--- config.mk ---
export PLATFORM = sky130hd
export DESIGN_NAME = prefix_carry_pipe
export DESIGN_NICKNAME = d
export VERILOG_FILES = /design/src/rtl/prefix_carry_pipe.sv
export SDC_FILE = /design/constraint.sdc
export NUM_CORES = 1
export LEC_CHECK = 0
export CAP_MARGIN = 30
export CORE_UTILIZATION = 49
export DETAILED_ROUTE_END_ITERATION = 12
export GPL_ROUTABILITY_DRIVEN = 0
export PLACE_DENSITY = 0.73
export SYNTH_ARGS = -nofsm -noshare
export SYNTH_HDL_FRONTEND = slang
export SYNTH_SLANG_ARGS = --single-unit
--- constraint.sdc ---
create_clock -name clk -period 2.7 [get_ports clk]
set_input_delay 0.54 -clock clk [delete_from_list [all_inputs] [get_ports clk]]
set_output_delay 0.54 -clock clk [all_outputs]
set_load 0.02 [all_outputs]
--- src/rtl/prefix_carry_pipe.sv ---
// Pipelined Kogge-Stone carry network with a valid/ready stall handshake.
// A register after prefix level k is present when REG_MASK[k] is set.
module prefix_carry_pipe #(
   parameter int                WIDTH    = 8,
   parameter int                LEVELS   = $clog2(WIDTH),
   parameter logic [LEVELS-1:0] REG_MASK = {LEVELS{1'b1}}
) (
   input  logic             clk,
   input  logic             rst,
   input  logic             in_valid,
   output logic             in_ready,
   input  logic [WIDTH-1:0] g,
   input  logic [WIDTH-1:0] p,
   input  logic             cin,
   output logic             out_valid,
   input  logic             out_ready,
   output logic [WIDTH-1:0] carry,
   output logic [WIDTH-1:0] sum,
   output logic             cout,
   output logic             pall
);

   logic             advance;
   logic             acc;
   logic [WIDTH-1:0] g_m;
   logic [WIDTH-1:0] p_m;
   logic [WIDTH-1:0] g_f;
   logic             ci_m;
   logic             out_valid_q;
   logic [WIDTH-1:0] carry_q;
   logic [WIDTH-1:0] sum_q;
   logic             pall_q;
   logic [WIDTH-1:0] carry_d;
   logic [WIDTH-1:0] sum_d;
   logic             pall_d;

   assign advance = !out_valid_q | out_ready;
   assign in_ready = advance;
   assign acc = in_valid & advance;

   // Unaccepted inputs are zeroed so nothing unknown enters a stage.
   assign g_m  = acc ? g : '0;
   assign p_m  = acc ? p : '0;
   assign ci_m = acc & cin;

   always_comb begin
      g_f    = g_m;
      g_f[0] = g_m[0] | (p_m[0] & ci_m);
   end

   for (genvar k = 0; k < LEVELS; k++) begin : g_lvl
      localparam int D = 1 << k;
      logic [WIDTH-1:0] g_in;
      logic [WIDTH-1:0] p_in;
      logic [WIDTH-1:0] op_in;
      logic             ci_in;
      logic             v_in;
      logic [WIDTH-1:0] g_d;
      logic [WIDTH-1:0] p_d;
      logic [WIDTH-1:0] g_q;
      logic [WIDTH-1:0] p_q;
      logic [WIDTH-1:0] op_q;
      logic             ci_q;
      logic             v_q;

      if (k == 0) begin : g_src
         assign g_in  = g_f;
         assign p_in  = p_m;
         assign op_in = p_m;
         assign ci_in = ci_m;
         assign v_in  = acc;
      end else begin : g_src
         assign g_in  = g_lvl[k-1].g_q;
         assign p_in  = g_lvl[k-1].p_q;
         assign op_in = g_lvl[k-1].op_q;
         assign ci_in = g_lvl[k-1].ci_q;
         assign v_in  = g_lvl[k-1].v_q;
      end

      always_comb begin
         g_d = g_in;
         p_d = p_in;
         for (int i = D; i < WIDTH; i++) begin
            g_d[i] = g_in[i] | (p_in[i] & g_in[i-D]);
            p_d[i] = p_in[i] & p_in[i-D];
         end
      end

      if (REG_MASK[k]) begin : g_reg
         always_ff @(posedge clk or posedge rst) begin
            if (rst) begin
               g_q  <= '0;
               p_q  <= '0;
               op_q <= '0;
               ci_q <= 1'b0;
               v_q  <= 1'b0;
            end else if (advance) begin
               g_q  <= g_d;
               p_q  <= p_d;
               op_q <= op_in;
               ci_q <= ci_in;
               v_q  <= v_in;
            end
         end
      end else begin : g_cmb
         assign g_q  = g_d;
         assign p_q  = p_d;
         assign op_q = op_in;
         assign ci_q = ci_in;
         assign v_q  = v_in;
      end
   end

   assign carry_d = g_lvl[LEVELS-1].g_q;
   assign sum_d   = g_lvl[LEVELS-1].op_q
                  ^ {carry_d[WIDTH-2:0], g_lvl[LEVELS-1].ci_q};
   assign pall_d  = g_lvl[LEVELS-1].p_q[WIDTH-1];

   always_ff @(posedge clk or posedge rst) begin
      if (rst) begin
         out_valid_q <= 1'b0;
         carry_q     <= '0;
         sum_q       <= '0;
         pall_q      <= 1'b0;
      end else if (advance) begin
         out_valid_q <= g_lvl[LEVELS-1].v_q;
         carry_q     <= carry_d;
         sum_q       <= sum_d;
         pall_q      <= pall_d;
      end
   end

   assign out_valid = out_valid_q;
   assign carry     = carry_q;
   assign sum       = sum_q;
   assign cout      = carry_q[WIDTH-1];
   assign pall      = pall_q;

endmodule

; Word-level counts from Yosys, hierarchy flattened
; Cells that the tools add are included.
[totals]
word_cells = 79
regBits = 96
[classes]
reduce_logical = 1
n_mux = 2
bitwise_logic = 57
[ops]
columns = op, n
row1 = $and 1x1->1, 37
row2 = $or 1x1->1, 19
row3 = $mux 8, 2
row4 = $xor 8x8->8, 1
row5 = $logic_not 1->1, 1

; Logic depth before layout (Yosys ltp)
[logic_depth]
word_depth = 8
depth_mapped = 6

; Worst setup path after synthesis
; No wires, ideal clock.
[synth_path]
path_type = input-to-output
from = input out_ready
to = output in_ready
path_stages = 3
slack_ns = 1.229
t_required_ns = 2.160
t_arrival_ns = 0.931
path_cell_list = nor2b_4 > inv_2 > buf_2
[synth_via]
elab_chain_cells = 1
[synth_lines]
columns = item, line
row1 = "start, declared", 16  ; input logic out_ready,
row2 = $or 1x1->1, 37  ; assign advance = !out_valid_q | out_ready;
row3 = "end, declared", 11  ; output logic in_ready,
; No other way between the ends.

; Worst setup path after layout
; Ends and elaborated chain as after synthesis.

==> out/metrics.csv <==
metric;value;unit
status;finished, violations left;
failing checks;design-rule violations;
Detailed Place HPWL;3660;um
Hold WS;0.464;ns
drt wl/cell;12.3;um
critical path launch point type;input port;
maximum root-to-sink buffer count;2;
first-pass GRT wire length;9830;um
Overall Global Routing Usage;17.7;%
period utilisation layout;85.4;%
slew of the pin with the lowest slew margin;0.958;ns
PwrDens;1030;nW/um^2
Layout area overhead;19.7;%
hold_buf cts;0;
Critical-path top delay cell;clkdlybuf4s50_1;
FMAX;434;MHz
DRT antenna net count;0;
fin util;61.5;%
GR Overflow Total;0;
ant diodes;0;
# setup viols final;0;
MaxCap Viol Count;0;
largest net degree at the start of global routing;103;
vias post-DR;2302;
Place WS;0.394;ns
drt total wl;5690;um
Setup Buffers After CTS;0;
CP cell instances;clkdlybuf4s50_1, nor2b_4, inv_2, clkdlybuf4s50_1;
H-tree lvl count;3;
count of final hold-check violations;0;
first drt pass iteration count;8;
core area;6460;sq um
fin nets;400;
hold path depth;2;
Post-Syn Area;3320;sq um
library cells used by synthesis;18;
CP required;2.16;ns
total CTS buffers;9;
most frequent CP cell;clkdlybuf4s50_1;
critical path peak fanout;2;
Register-to-Register Path Depth;3;
layout cell share with drive strength beyond 1;5.73;%
Slew HR;36.1;%
CTS root buf;clkbuf_8;
CP max stage delay;0.61;ns
I/O pins;41;
Via density;4.99;
starting DRC count in detailed routing;186;
RSZ-0062 raised after global routing;false;
DRC viols;8;
Fin Setup TNS;0;ns
IO buf count;40;
most frequent cells in the layout;nand2_1 (157), dfrtp_1 (85), clkdlybuf4s50_1 (40);
synthesized instance count;342;
die area;7110;sq um
Hold Crit Class;reg -> reg;
flip-flop and latch count after synthesis;85;
starting density of the core;51.4;%
Die Y;84.3;um
syn nets;363;
most common cell after layout, fill and taps aside;nand2_1;
placed cells;445;
Clock Skew;0.0100;ns
WP data arrival;1.76;ns
sequential share of the synthesized area;64.1;%
initial antenna violation count;0;
Max Slew Vio Count;0;
TritonCTS clock tree;built;
syn_area_per_cell;9.71;sq um
Finished Layout Cells;461;
Clk pin slew, worst setup/hold paths;0.08;ns
Crit Path Class;in -> out;
P_leak;1.99;nW
worst-skew pair later-pin latency;0.35;ns
final critical-path required period;2.30;ns
post-cts sizing count;0;
Rows;29;
clock sink count;85;
Setup WS post-layout;0.395;ns
Crit. End Element;output pin;
Die Span X;84.3;um
vias in the first global route;2133;
synthesis warning total;0;
Max IR drop VDD;0.000647;V
==> critical path: cells and delay by family <==
| kind | cells | cell delay [ns] |
|---|---|---|
| buffers and inverters | 3 | 1.17 |
| and+or+nand+nor | 1 | 0.06 |
==> layer usage <==
layer / track usage (%) / vias up / share of wire [%]
met2: 27.8 / 43 / 45
met4: 8.93 / 0 / 2.3
met5: 0 / - / 0
met3: 3.05 / 9 / 3.2
li1: - / 1176 / -
met1: 24.1 / 1074 / 49
==> metrics by stage <==
step,power (mW),cell area [sq um]
6_report,4.08,3980
5_1_grt,4.35,3980
4_1_cts,4.12,3980
3_5_place_dp,3.20,3760
3_3_place_gp,3.15,3760
2_1_floorplan,2.78,3320
==> state kept, by name, indices dropped and copies added (netlist names) <==
| name | count |
|---|---|
| g_lvl.op_q | 21 |
| g_lvl.g_q | 16 |
| g_lvl.p_q | 16 |
| carry | 8 |
| carry_d | 8 |
| sum | 8 |
| g_lvl.ci_q | 3 |
| g_lvl.v_q | 3 |
| out_valid | 1 |
| pall | 1 |
==> worst paths after layout <==
check | startpoint | end | slack [ns]
worst min register to register | g_lvl[2].v_q | g_lvl[2].v_q | 0.46
min in group asynchronous | rst | carry_d[4] | 0.61
worst max-delay path | out_ready | in_ready | 0.40
max in group asynchronous | rst | g_lvl[0].op_q[5] | 1.79
worst max register to register | out_valid | g_lvl[1].g_q[5] | 1.07
worst min-delay path | g_lvl[2].v_q | g_lvl[2].v_q | 0.46
==> logic make-up (layout without fill, tap and decap cells) <==
kind of cell           after synthesis  count (layout)  synth area share (%)
flip-flops                          85              85                  64.1
AO/OA/AOI/OAI                       54              54                  9.31
buffers and inverters               20              62                  3.62
XOR/XNOR                             8               8                  2.11
AND/OR/NAND/NOR                    175             175                  20.9
==> report_power, final <==
part	switching (mW)	internal, mW
sequential	0.257	1.69
clock	0.426	0.502
combinational	0.667	0.536
==> Yosys cell counts, drive strengths merged <==
library cell	n	share of area, %
a21oi	17	2.6
a21o	5	1.1
xnor2	8	2.1
nand2b	1	0.19
nor2b	1	0.41
inv	2	0.23
dfrtp	85	64
o21ai	25	3.8
a22o	7	1.8
buf	18	3.4
nand3	12	1.8
and3	4	0.75
nand2	157	18
==> area by class of cell <==
type,instances,area [sq um]
clock buffer,13,169
clock inverter,3,42.5
fill,567,2480
inverter,2,11.3
multi-input combinational,237,1070
sequential,85,2130
tap,77,96.3
timing repair buffer,44,455
(Power assumes the default switching activity.)
